--- src/rtl/ram_arb_pkg.sv ---
// Shared definitions for the two-requester RAM port-A arbiter.
// Optional feature macro: RAM_ARB_ROUND_ROBIN_EN (see ram_arb_grant / ram_port_arbiter).
package ram_arb_pkg;

    localparam int NUM_REQ = 2;

    typedef enum logic [1:0] {
        IDLE   = 2'd0,
        ACCESS = 2'd1,
        RESP   = 2'd2
    } state_t;

endpackage

--- src/rtl/ram_port_arbiter_if.sv ---
// Requester-side bus of the RAM port arbiter: request/ack handshake plus
// word address, lane write enables and write/read data.
interface ram_port_arbiter_if #(
    parameter int NUM_COL    = 4,
    parameter int ADDR_WIDTH = 12,
    parameter int DATA_WIDTH = NUM_COL * 8
);
    logic                  req;
    logic [ADDR_WIDTH-1:0] addr;
    logic [NUM_COL-1:0]    we;
    logic [DATA_WIDTH-1:0] wdata;
    logic                  ack;
    logic [DATA_WIDTH-1:0] rdata;

    modport master (output req, addr, we, wdata, input ack, rdata);
    modport slave  (input req, addr, we, wdata, output ack, rdata);
endinterface

--- src/rtl/ram_arb_grant.sv ---
// Combinational grant selection: request vector in, one-hot grant out.
// Build macro RAM_ARB_ROUND_ROBIN_EN: ties go to the requester named by ptr
// (the one not granted last); otherwise m0 always wins a tie.
module ram_arb_grant
    import ram_arb_pkg::*;
(
    input  logic [NUM_REQ-1:0] req,
`ifdef RAM_ARB_ROUND_ROBIN_EN
    input  logic               ptr,
`endif
    output logic [NUM_REQ-1:0] grant
);

    // Pick exactly one requester; a lone request is always granted directly
    always_comb begin
        grant = '0;
`ifdef RAM_ARB_ROUND_ROBIN_EN
        if (req[0] && req[1]) begin
            grant[ptr] = 1'b1;
        end else begin
            grant = req;
        end
`else
        if (req[0]) begin
            grant[0] = 1'b1;
        end else if (req[1]) begin
            grant[1] = 1'b1;
        end
`endif
    end

endmodule

--- src/rtl/ram_port_arbiter.sv ---
// Arbitrates two requesters onto RAM port A (port B belongs to instruction
// fetch). Fixed 3-cycle IDLE -> ACCESS -> RESP sequence per access.
// Build macro RAM_ARB_ROUND_ROBIN_EN selects round-robin tie breaking.
module ram_port_arbiter
    import ram_arb_pkg::*;
#(
    parameter int NUM_COL    = 4,
    parameter int COL_WIDTH  = 8,
    parameter int ADDR_WIDTH = 12,
    parameter int DATA_WIDTH = NUM_COL * COL_WIDTH
)(
    input  logic                  clk,
    input  logic                  rst_n,
    ram_port_arbiter_if.slave     m0,
    ram_port_arbiter_if.slave     m1,
    output logic [NUM_COL-1:0]    ram_we,
    output logic [ADDR_WIDTH-1:0] ram_addr,
    output logic [DATA_WIDTH-1:0] ram_din,
    input  logic [DATA_WIDTH-1:0] ram_dout
);

    state_t                state_reg;
    logic                  gnt_reg;        // 0 = m0 owns the access, 1 = m1
    logic [ADDR_WIDTH-1:0] lat_addr_reg;
    logic [NUM_COL-1:0]    lat_we_reg;
    logic [DATA_WIDTH-1:0] lat_wdata_reg;
    logic [NUM_REQ-1:0]    req_vec;
    logic [NUM_REQ-1:0]    grant_vec;
    logic                  access_en;
    logic                  resp_en;

    assign req_vec = {m1.req, m0.req};

`ifdef RAM_ARB_ROUND_ROBIN_EN
    logic ptr_reg;                         // requester favoured on the next tie

    // Favour the other requester after every grant; m0 is favoured out of reset
    always_ff @(posedge clk) begin
        if (!rst_n) begin
            ptr_reg <= 1'b0;
        end else if (state_reg == IDLE && |req_vec) begin
            ptr_reg <= grant_vec[0];
        end
    end

    ram_arb_grant u_grant (
        .req   (req_vec),
        .ptr   (ptr_reg),
        .grant (grant_vec)
    );
`else
    ram_arb_grant u_grant (
        .req   (req_vec),
        .grant (grant_vec)
    );
`endif

    // Sequencer: latch the winner's request in IDLE, hold it through RESP
    always_ff @(posedge clk) begin
        if (!rst_n) begin
            state_reg     <= IDLE;
            gnt_reg       <= 1'b0;
            lat_addr_reg  <= '0;
            lat_we_reg    <= '0;
            lat_wdata_reg <= '0;
        end else begin
            case (state_reg)
                IDLE: begin
                    if (|req_vec) begin
                        case (grant_vec)
                            2'b10: begin
                                gnt_reg       <= 1'b1;
                                lat_addr_reg  <= m1.addr;
                                lat_we_reg    <= m1.we;
                                lat_wdata_reg <= m1.wdata;
                            end
                            default: begin
                                gnt_reg       <= 1'b0;
                                lat_addr_reg  <= m0.addr;
                                lat_we_reg    <= m0.we;
                                lat_wdata_reg <= m0.wdata;
                            end
                        endcase
                        state_reg <= ACCESS;
                    end
                end
                ACCESS:  state_reg <= RESP;
                RESP:    state_reg <= IDLE;
                default: state_reg <= IDLE;
            endcase
        end
    end

    // rst_n gates the strobes directly so a reset landing mid-access can
    // neither write the RAM nor complete the transaction
    assign access_en = (state_reg == ACCESS) && rst_n;
    assign resp_en   = (state_reg == RESP) && rst_n;

    assign ram_addr = lat_addr_reg;

    for (genvar gi = 0; gi < NUM_COL; gi++) begin : g_lane
        assign ram_we[gi]                          = access_en & lat_we_reg[gi];
        assign ram_din[gi*COL_WIDTH +: COL_WIDTH]  = lat_wdata_reg[gi*COL_WIDTH +: COL_WIDTH];
    end

    // RAM output is already registered; it lines up with the RESP cycle
    assign m0.ack   = resp_en & ~gnt_reg;
    assign m1.ack   = resp_en & gnt_reg;
    assign m0.rdata = ram_dout;
    assign m1.rdata = ram_dout;

endmodule

--- src/flat_wrapper.sv ---
// flat-port wrapper written by rule: the top's interface ports become plain ports
module ram_port_arbiter_flat import ram_arb_pkg::*;
#(
    parameter int NUM_COL    = 4,
    parameter int COL_WIDTH  = 8,
    parameter int ADDR_WIDTH = 12,
    parameter int DATA_WIDTH = NUM_COL * COL_WIDTH
)
  (clk, rst_n, ram_we, ram_addr, ram_din, ram_dout, m0_req, m0_addr, m0_we, m0_wdata, m0_ack, m0_rdata, m1_req, m1_addr, m1_we, m1_wdata, m1_ack, m1_rdata);
  ram_port_arbiter_if #(.NUM_COL(NUM_COL), .ADDR_WIDTH(ADDR_WIDTH), .DATA_WIDTH(DATA_WIDTH)) m0_i ();
  ram_port_arbiter_if #(.NUM_COL(NUM_COL), .ADDR_WIDTH(ADDR_WIDTH), .DATA_WIDTH(DATA_WIDTH)) m1_i ();
  input  logic clk;
  input  logic rst_n;
  output logic [NUM_COL-1:0] ram_we;
  output logic [ADDR_WIDTH-1:0] ram_addr;
  output logic [DATA_WIDTH-1:0] ram_din;
  input  logic [DATA_WIDTH-1:0] ram_dout;
  input wire logic [$bits(m0_i.req)-1:0] m0_req;
  input wire logic [$bits(m0_i.addr)-1:0] m0_addr;
  input wire logic [$bits(m0_i.we)-1:0] m0_we;
  input wire logic [$bits(m0_i.wdata)-1:0] m0_wdata;
  output wire logic [$bits(m0_i.ack)-1:0] m0_ack;
  output wire logic [$bits(m0_i.rdata)-1:0] m0_rdata;
  input wire logic [$bits(m1_i.req)-1:0] m1_req;
  input wire logic [$bits(m1_i.addr)-1:0] m1_addr;
  input wire logic [$bits(m1_i.we)-1:0] m1_we;
  input wire logic [$bits(m1_i.wdata)-1:0] m1_wdata;
  output wire logic [$bits(m1_i.ack)-1:0] m1_ack;
  output wire logic [$bits(m1_i.rdata)-1:0] m1_rdata;
  assign m0_i.req = m0_req;
  assign m0_i.addr = m0_addr;
  assign m0_i.we = m0_we;
  assign m0_i.wdata = m0_wdata;
  assign m0_ack = m0_i.ack;
  assign m0_rdata = m0_i.rdata;
  assign m1_i.req = m1_req;
  assign m1_i.addr = m1_addr;
  assign m1_i.we = m1_we;
  assign m1_i.wdata = m1_wdata;
  assign m1_ack = m1_i.ack;
  assign m1_rdata = m1_i.rdata;
  ram_port_arbiter #(.NUM_COL(NUM_COL), .COL_WIDTH(COL_WIDTH), .ADDR_WIDTH(ADDR_WIDTH), .DATA_WIDTH(DATA_WIDTH)) u_core (.clk(clk), .rst_n(rst_n), .m0(m0_i), .m1(m1_i), .ram_we(ram_we), .ram_addr(ram_addr), .ram_din(ram_din), .ram_dout(ram_dout));
endmodule
--- config.mk ---
export PLATFORM = sky130hd
export DESIGN_NAME = ram_port_arbiter_flat
export DESIGN_NICKNAME = d
export VERILOG_FILES = /design/src/rtl/ram_arb_pkg.sv /design/src/rtl/ram_port_arbiter_if.sv /design/src/rtl/ram_arb_grant.sv /design/src/rtl/ram_port_arbiter.sv /design/src/flat_wrapper.sv
export SDC_FILE = /design/constraint.sdc
export NUM_CORES = 1
export LEC_CHECK = 0
export ABC_AREA = 0
export ABC_CLOCK_PERIOD_IN_PS = 1700
export BUFFER_PORTS_ARGS = -buffer_cell sky130_fd_sc_hd__clkbuf_2
export CAP_MARGIN = 25
export CORE_AREA = 2 2 95 97
export DETAILED_ROUTE_END_ITERATION = 10
export DIE_AREA = 0 0 97 99
export PLACE_DENSITY_LB_ADDON = 0.05
export SYNTH_ARGS = -nofsm -noshare
export SYNTH_HDL_FRONTEND = slang
export SYNTH_HIERARCHICAL = 1
export SYNTH_SLANG_ARGS = --single-unit
--- constraint.sdc ---
create_clock -name clk -period 1.7 [get_ports clk]
set_clock_uncertainty 0.15 [all_clocks]
set_input_delay 0.085 -clock clk [delete_from_list [all_inputs] [get_ports clk]]
set_output_delay 0.085 -clock clk [all_outputs]
set_load 0.05 [all_outputs]
Word-level counts from Yosys, hierarchy flattened
Index checks and enable logic that the tools add are counted.

Add/sub/neg operators: 0. Multiply operators: 0. Div/mod/pow operators: 0. Order comparisons: 0. Eq/ne operators: 4. Shifts and indexed selects: 0. Muxes and demuxes: 9. Bitwise gates (word level): 7. Reductions and logical operators: 5.

Operator list (count): $mux W32 (1); $mux W12 (1); $and A1 B1 Y1 (6); $eq A2 B2 Y1 const B (2); $mux W1 (4); $mux W4 (1); $pmux W2 S2 (1); $eq A2 B1 Y1 const B (1); $logic_and A1 B1 Y1 (2); $logic_not A2 Y1 (1); $mux W2 (1); $ne A2 B1 Y1 const B (1); $reduce_and A2 Y1 (1); $reduce_or A2 Y1 (1); $not A1 Y1 (1).

Bits in registers: 51. Bits in latches: 0. RAM bits: 0. Memory bits (read-only): 0. Input bits: 132. Output and inout bits: 114. Logic and storage cells: 30. Memories kept: 0.

Longest topological paths before layout
Gate-level depths: netlist of the first run.

Word-level depth: 4. Depth in mapped cells: 6.

By module
Netlist of the first run, hierarchy kept.

By module, submodules not included: ram_port_arbiter (instances 1, cells an instance 356, area an instance 2911.5 um^2); ram_arb_grant (instances 1, cells an instance 2, area an instance 21.3 um^2).

Worst setup path after synthesis of the first run
No wires, ideal clock.

Path type: register -> output. Start point: reg u_core.state_reg[0]. End point: out m0_ack. Arrival time: 1975 ps. Required time: 1465 ps. Path slack: -510 ps. Stages on the path, launching flop included: 2. Buffers on the path: 0. Cell sequence: dfxtp_1 > nor4b_1.

Cells in the longest elaborated chain, start to end: 3.

Ends and longest elaborated chain: start, declared (RTL line ram_port_arbiter.sv:22) `state_t state_reg;`; start signal, assigned (RTL line ram_port_arbiter.sv:61) `state_reg <= IDLE;`; start signal, assigned (RTL line ram_port_arbiter.sv:84) `state_reg <= ACCESS;`; start signal, assigned (RTL line ram_port_arbiter.sv:87) `ACCESS: state_reg <= RESP;`; $eq A2 B2 Y1 (RTL line ram_port_arbiter.sv:97) `assign resp_en = (state_reg == RESP) && rst_n;`; $logic_and A1 B1 Y1 (RTL line ram_port_arbiter.sv:97); $and A1 B1 Y1 (RTL line ram_port_arbiter.sv:107) `assign m0.ack = resp_en & ~gnt_reg;`; end, declared (RTL line flat_wrapper.sv:22) `output wire logic [$bits(m0_i.ack)-1:0] m0_ack;`.

Every way passes these cells.

Final worst setup path of the first run
Start point: in rst_n. End point: out m0_ack.

Cells in the longest elaborated chain, start to end: 2.

Ends and longest elaborated chain: start, declared (RTL line flat_wrapper.sv:13) `input logic rst_n;`; $logic_and A1 B1 Y1 (RTL line ram_port_arbiter.sv:97); $and A1 B1 Y1 (RTL line ram_port_arbiter.sv:107).

Every way passes these cells.

==> results of run 1 <==
==> cell families after synthesis <==
logic type / Yosys count / share of synthesized area
AO/OA/AOI/OAI: 98 / 0.273
flip-flops: 51 / 0.348
buffers and inverters: 97 / 0.218
AND/OR/NAND/NOR: 112 / 0.160
==> how the worst max path moves through the flow <==
stage,end,slack (ps),cells after the start
after global placement,u_core/ram_din[19],120,3
after global routing,u_core/ram_din[8],10,4
final,m0_ack,80,5
after CTS,ram_we[2],10,4
after floorplan,m0_ack,180,1
after detailed placement,u_core/lat_we_reg[1],90,3
==> metal layers <==
layer	GRT usage	share of wire	vias up
li1	-	-	1523
met1	0.212	0.43	1388
met2	0.354	0.50	124
met3	0.0468	0.058	16
met4	0.0672	0.018	0
met5	0	0	-
==> metrics by stage <==
step | instances | total power [mW] | cell area, µm² | util | worst slack (ps)
after floorplan | 358 | 2.66 | 2940 | - | 178
after global placement | 529 | 2.59 | 3310 | 0.387 | 120
after detailed placement | 529 | 2.59 | 3310 | 0.387 | 86.4
after CTS | 634 | 3.79 | 4430 | 0.518 | 14.6
after global routing | 635 | 3.95 | 4450 | 0.520 | 14.8
final | 635 | 3.76 | 4450 | 0.520 | 76.2
==> power by group through the flow <==
stage                     sequential (mW)  clock (mW)  combinational, mW
after CTS                            1.40        1.05               1.34
final                                1.40        1.01               1.35
after global routing                 1.42        1.08               1.45
after detailed placement             1.43           0               1.16
after floorplan                      1.83           0              0.831
after global placement               1.43           0               1.16
==> what timing repair did <==
action | in CTS | in global routing
endpoints found under the setup margin | 4 | 50
gates resized for setup | 5 | 3
gates cloned | 0 | 1
buffers inserted | 0 | 0
hold buffers | 97 | 0
endpoints found under the hold margin | 50 | 0
pin swaps | 0 | 1
==> cell type report <==
class / count / area (µm²) / share of cell area
clock inverters: 3 / 67.6 / 0.0152
repair buffers: 256 / 1840 / 0.414
flip-flops and latches: 51 / 1020 / 0.230
well taps: 108 / 135 / 0.0304
clock buffers: 5 / 68.8 / 0.0155
multi-input cells: 211 / 1310 / 0.294
inverters: 1 / 3.75 / 0.000844
==> cell usage after synthesis (all sizes together) <==
master  instances  area share
clkbuf         22       0.028
buf            74        0.19
or2             1      0.0021
a21bo           1      0.0034
nor2            2      0.0034
nor4b           1      0.0030
and2            5       0.012
a21oi          49       0.084
and3            1      0.0021
a311oi         48        0.19
inv             1      0.0013
nand3           1      0.0017
dfxtp          51        0.35
and4b           1      0.0034
nand2          97        0.12
nand2b          1      0.0021
nor2b           2      0.0068
==> worst max-delay path, cell delays in order <==
cell and delay [ps]:
dlygate4sd3_1 530, clkbuf_2 140, inv_2 50, nor4b_2 240, clkbuf_2 340
==> metrics.txt, run 1 <==
outcome finished clean; r2r setup slk 160 ps; diode count 0; Cell variety after synth 23; CTS Root Cell clkbuf_8; GP Congestion 0.717; vias in the first global route 3214; fillers 813; initial antenna violation count 0; Avg WL per Cell 15.0 µm; via count 3051; Rows 34; max FFs per register 32; CP arrival 1390 ps; Internal 2.41 mW; fmax 0.616 GHz; CTS Buf Count 5; num ports 246; Flop pwr share 0.373; 1st-iter DRT viols 85; Die W 97 µm; setup TNS 0 ps; max-slew violations 0; Yosys warning total 6; commonest non-fill, non-tap cell in the layout clkbuf_2; DRT Pass-1 Iters 4; GRT overflow 0; I/O Buffers 149; leak pwr 2.01 nW; CP Data Required Time 1460 ps; final WL 9510 µm; first-pass GRT wire length 15100 µm; area grow syn2layout 51.6%; Avg Inst Size Synth 8.19 µm²; Switch Pwr 1.34 mW; Hold Fails Final Rpt 0; ANT nets after route 0; reg-to-reg endpoint u_core/ram_din[18]; nets 658; Chip Height 99 µm; netlist area before placement 0.00293 mm²; Synthesized Nets 490; cells after synthesis 358; reg2reg start u_core/state_reg[1]; TritonCTS clock tree yes; H-Tree Depth 2; Max-Slew Margin vs Limit 0.681; latest clock arrival within the worst-skew pair 310 ps; CTS Buffer Depth 2; residual DRC count 0; Max Cap Viol 0; flops & latches, synth 51; maximum vdd drop 0.590 mV; Logic pwr share 0.359; Min-Delay Endpoint m0_rdata[12]; Clk pwr share 0.268; crit start category input pin; pwr dens 845 mW/mm²; DR vias/cell 4.80; element type at the critical path end output pin; CORE AREA 0.00855 mm²; die area 0.00960 mm²; Tightest Pin Transition 479 ps; largest net degree at the start of global routing 49; min Tclk post-route 1620 ps; final setup vio count 0; class of the worst hold path input pin to output pin; sw frac 0.357; hold_ws 20.0 ps; Initial Utilization 0.343; hold_sp ram_dout[12]; Sink Count 51; crit path kind input pin to output pin; r2r worst-path depth 4; sequential share of the synthesized area 0.348; RSZ-0062 raised after global routing no; crit-path max FO 4; detailed placement HPWL 5670 µm; Hold Path Depth 0; most frequent cells in the layout 145 x clkbuf_2, 97 x dlygate4sd3_1, 97 x nand2_1; Tcrit/Tclk final 0.955; Crit. Startpoint rst_n; share of layout cells above drive strength 1 0.378; Total GRT Usage 0.191
Note: power is estimated with default switching activity, not from simulation.
==> run 2: changes to the inputs <==
Settings changed: CORE_AREA 2 2 95 97 to 2 2 97 99, DIE_AREA 0 0 97 99 to 0 0 99 101, SLEW_MARGIN set to 20, SYNTH_HIERARCHICAL 1 to unset.
==> run 2 against run 1 <==
- sequential power about the same
- highest routed layer unchanged
- design area shrank 19%
- routed wire length decreased by 16%
- critical endpoint is now ram_we[3]
- combinational power fell by 16%
- final cell count shrank 16%
==> metrics.txt, run 2 <==
Post-CTS Setup Bufs 0 (unchanged); CTS Root Cell clkbuf_8; Die W 99 µm (+2.1%); CP arrival 1350 ps (-40 ps); detailed placement HPWL 6280 µm (+11%); Rows 35 (+2.9%); CTS Buf Count 5 (unchanged); netlist area before placement 0.00308 mm² (+4.9%); Yosys top cell area share 0.332 (-0.0164); nets 552 (-16%); cells after synthesis 350 (-2.2%); Chip Height 101 µm (+2.0%); class of the worst hold path input pin to output pin; Initial Utilization 0.343 (about the same); Cell variety after synth 24 (+4.3%); outcome finished clean; cts-stage hold buffer count 0 (-100%); Tightest Pin Transition 411 ps (-67.6 ps); flops & latches, synth 51 (unchanged); pwr dens 918 mW/mm² (+8.6%); ANT nets after route 0 (unchanged); Post-synth EDFFs 0 (unchanged); DR vias/cell 4.76 (-0.87%); CORE AREA 0.00898 mm² (+5.0%); I/O Buffers 149 (unchanged); crit path kind register to output pin; 1st-iter DRT viols 40 (-53%); element type at the critical path end output pin; largest net degree at the start of global routing 53 (+8.2%); CTS Buffer Depth 2 (unchanged); max-slew violations 0 (unchanged); Total GRT Usage 0.157 (-0.0335); crit-path max FO 5 (+1); sequential share of the synthesized area 0.332 (-0.0164); Synthesized Nets 482 (-1.6%); max FFs per register 32 (unchanged); hold_ws 20.0 ps (+0.00410 ps); GP Congestion 0.714 (-0.39%); most common flop cell mapped by yosys dfxtp_1; maximum vdd drop 0.320 mV (-46%); Avg WL per Cell 15.1 µm (+0.66%); GRT overflow 0 (unchanged); H-Tree Depth 2 (unchanged); area grow syn2layout 16.6%; Yosys warning total 0 (-6); vias in the first global route 2395 (-25%); Clk pin slew, worst setup/hold paths 90 ps; Hold Path Depth 0 (unchanged); TritonCTS clock tree yes; final WL 8020 µm (-16%); Sink Count 51 (unchanged); Max-Slew Margin vs Limit 0.726 (+0.0451); most frequent cell after synthesis buf_4; min Tclk post-route 1580 ps (-38.9 ps); Tcrit/Tclk final 0.932 (-0.0229); DRT Pass-1 Iters 4 (unchanged); Avg Inst Size Synth 8.79 µm² (+7.3%); Post-synth ARST share 0 (unchanged); setup TNS 0 ps (unchanged); fmax 0.631 GHz (+2.5%); most frequent cells in the layout 144 x clkbuf_2, 51 x dfxtp_1, 49 x inv_1; top cells by count, synth 64 x buf_4, 51 x dfxtp_1, 49 x inv_1; via count 2534 (-17%); diode count 0 (unchanged); RSZ-0062 raised after global routing no; commonest non-fill, non-tap cell in the layout clkbuf_2; first-pass GRT wire length 12600 µm (-16%); Hold Fails Final Rpt 0 (unchanged); residual DRC count 0 (unchanged); num ports 246 (unchanged); initial antenna violation count 0 (unchanged); area leader, netlist dfxtp_1; Max Cap Viol 0 (unchanged); crit start category register; die area 0.0100 mm² (+4.1%); leak pwr 1.78 nW (-12%); latest clock arrival within the worst-skew pair 290 ps (-20 ps); r2r worst-path depth 4 (unchanged); final setup vio count 0 (unchanged); Synth area leaders dfxtp_1 33%, buf_4 16%, nor3b_1 10%; share of layout cells above drive strength 1 0.473 (+0.0951); CP Data Required Time 1460 ps (about the same)
## run 2: timing repair
item,CTS,global route
gates cloned,0,0
endpoints found under the setup margin,1,4
pin swaps,0,0
hold endpoints to repair,0,0
resized for setup,1,1
## run 2: per-stage QoR
step | instance area (µm²) | utilization | std cells | total power, mW | worst slack (ps)
floorplan | 3090 | - | 350 | 2.66 | 193
global placement | 3480 | 0.388 | 524 | 2.59 | 266
detailed placement | 3480 | 0.388 | 524 | 2.59 | 253
CTS | 3590 | 0.399 | 532 | 3.35 | 8.76
global route | 3590 | 0.400 | 532 | 3.49 | 5.46
finish | 3590 | 0.400 | 532 | 3.29 | 115
## run 2: where the power goes
part	switching (mW)	internal, mW	total (mW)	leakage, nW
registers	0.0779	1.33	1.41	0.424
clock network	0.373	0.372	0.744	0.0515
logic	0.749	0.393	1.14	1.30
## run 2: area by class of cell
type / instances / area (µm²)
inverters: 49 / 184
fillers: 950 / 5390
repair buffers: 159 / 906
clock buffers: 8 / 100
well taps: 111 / 139
flip-flops and latches: 51 / 1020
multi-input cells: 154 / 1240
## run 2: critical path: stages (launching register included)
cell and delay (ps):
dfxtp_1 420, nand2_1 90, nor2_2 160, and2_1 140
clkbuf_4 220
## run 2: per-layer routing
metal,global-route usage,part of all wire
met1,0.195,0.41
met2,0.278,0.51
met3,0.0298,0.069
met4,0.0464,0.0082
met5,0,0
## run 2: worst paths after layout
kind	to	start	slack, ps
setup / recovery	ram_we[3]	u_core.state_reg[0]	120
hold / removal	m1_rdata[17]	ram_dout[17]	20
setup reg to reg	u_core.ram_din[23]	u_core.state_reg[1]	240
hold reg to reg	u_core.state_reg[1]	u_core.state_reg[1]	380
## run 2: logic make-up (layout without fill, tap and decap cells)
kind of cell	after synthesis	in the layout	synth area share
buffers and inverters	145	216	0.272
AOI/OAI and AO/OA	98	98	0.265
and+or+nand+nor	56	56	0.132
DFF	51	51	0.332
==> run 3: changes to the inputs <==
Settings changed: REMOVE_ABC_BUFFERS set to 1.
==> run 3 against run 2 <==
- critical path depth stayed put
- first-iteration DRC count grew 57%
- design area shrank 1.1%
- routed wire length up 35%
- non-clock buffer count up 1
- fmax shrank 0.31%
- largest cell class unchanged
- largest power group unchanged
- sequential share of layout area increased by 0.32 points
- sequential power is essentially flat
- count of clock-buffer cells in the layout decreased by 3
- total power shrank 1.8%
- sequential cell count unchanged
- clock power shrank 8.2%
==> metrics.txt, run 3 (synthesis results as in run 2) <==
Avg WL per Cell 20.3 µm (+35%); H-Tree Depth 2 (unchanged); buffers and inverters on the worst path 1 (unchanged); CTS Root Cell clkbuf_8; Max-Slew Margin vs Limit 0.651 (-0.0752); RSZ-0062 raised after global routing no; max-slew violations 0 (unchanged); pwr dens 912 mW/mm² (-0.69%); Chip Height 101 µm (unchanged); r2r setup slk 110 ps (-130 ps); DR vias/cell 5.01 (+5.1%); nets 553 (+0.18%); initial antenna violation count 0 (unchanged); GRT overflow 0 (unchanged); crit-path leading delay family simple AND/OR/NAND/NOR gates; Tightest Pin Transition 524 ps (+113 ps); most frequent cells in the layout 144 x clkbuf_2, 51 x dfxtp_1, 49 x inv_1; CTS Buf Count 5 (unchanged); final WL 10800 µm (+35%); Non-Filler Instances 533 (+0.19%); r2r worst-path depth 4 (unchanged); crit path kind register to register; reg2reg start u_core.state_reg[1]; Rows 35 (unchanged); crit-path max FO 8 (+3); detailed placement HPWL 8830 µm (+41%); maximum vdd drop 0.316 mV (-1.3%); Die W 99 µm (unchanged); leak pwr 1.77 nW (-0.25%); CP arrival 1700 ps (+350 ps); largest net degree at the start of global routing 59 (+11%); setup TNS 0 ps (unchanged); DP Cell Count 523 (-0.19%); crit start category register; Clk pin slew, worst setup/hold paths 100 ps (about the same); via count 2668 (+5.3%); num ports 246 (unchanged); reg-to-reg endpoint u_core.ram_din[2]; outcome finished clean; commonest non-fill, non-tap cell in the layout clkbuf_2; hold_sp ram_dout[11]; 1st-iter DRT viols 63 (+57%); ANT nets after route 0 (unchanged); max incr delay on CP 360 ps (-60 ps); latest clock arrival within the worst-skew pair 300 ps (about the same); TritonCTS clock tree yes; CP Data Required Time 1810 ps (+350 ps); first-pass GRT wire length 15800 µm (+25%); max FFs per register 32 (unchanged); Initial Utilization 0.343 (unchanged); Sink Count 51 (unchanged); residual DRC count 0 (unchanged); min Tclk post-route 1590 ps (+4.95 ps); share of layout cells above drive strength 1 0.472 (-0.00112); Max Cap Viol 0 (unchanged); cells along the critical path or2_2 > nor2_4 > buf_4 > o221a_1; element type at the critical path end register; slowest stage cell, crit path dfxtp_1; CTS Buffer Depth 2 (unchanged); GP Congestion 0.863 (+21%); Hold Path Depth 0 (unchanged); vias in the first global route 2553 (+6.6%); die area 0.0100 mm² (unchanged); Tcrit/Tclk final 0.935 (+0.00291); class of the worst hold path input pin to output pin; Total GRT Usage 0.212 (+0.0547); diode count 0 (unchanged); CORE AREA 0.00898 mm² (unchanged); area grow syn2layout 15.3%; Hold Fails Final Rpt 0 (unchanged); fmax 0.629 GHz (-0.31%); Min-Delay Endpoint m1_rdata[11]; DRT Pass-1 Iters 4 (unchanged); final setup vio count 0 (unchanged); I/O Buffers 149 (unchanged)
run 3: cell types whose count changed in the layout (fill, tap and decap cells not counted), sizes merged:
| cell | change |
|---|---|
| dlygate4sd3 | +2 |
| clkbuf | -1 |
| buf | -3 |
| clkinv | +3 |
run 3: routing by layer:
layer	GRT usage	vias to the layer above	wire, µm
met2	0.327	169	4720
met4	0.0421	2	88
li1	-	1296	-
met3	0.162	15	1880
met5	0.0667	-	78
met1	0.229	1186	4050
run 3: cell type report:
type                    count  area (µm²)
clock inverters             3        15.0
repair buffers            160         891
clock buffers               5        68.8
well taps                 111         139
inverters                  49         184
multi-input cells         154        1230
flip-flops and latches     51        1020
fillers                   947        5430
run 3: report_power, final:
group | switching, mW | internal (mW) | total [mW] | leakage [nW]
combinational | 0.754 | 0.392 | 1.15 | 1.30
clock | 0.400 | 0.283 | 0.683 | 0.0477
sequential | 0.0766 | 1.33 | 1.41 | 0.424
run 3: through the flow:
step	util	worst slack [ps]	instance area (µm²)	total power [mW]	hold slack, ps
floorplan	-	-551	2430	2.15	20.0
global placement	0.382	159	3430	2.58	21.4
detailed placement	0.382	131	3430	2.58	21.4
CTS	0.395	22.3	3550	3.27	21.4
global route	0.395	21.2	3550	3.41	20.2
finish	0.395	110	3550	3.24	20.4
run 3: how the worst max path moves through the flow:
stage	startpoint	to	slack [ps]	cells past startpoint
global placement	u_core.state_reg[1]	u_core.ram_din[7]	160	3
global route	u_core.state_reg[0]	ram_we[1]	20	4
CTS	u_core.state_reg[0]	ram_we[1]	20	4
finish	u_core.state_reg[1]	u_core.ram_din[2]	110	4
floorplan	u_core.state_reg[0]	u_core.lat_we_reg[3]	-550	3
detailed placement	u_core.state_reg[1]	u_core.ram_din[6]	130	4
run 3: repair_timing:
action,CTS,global route
resized for setup,4,2
endpoints found under the hold margin,3,0
hold buffers,2,0
setup buffers,0,0
endpoints found under the setup margin,1,4
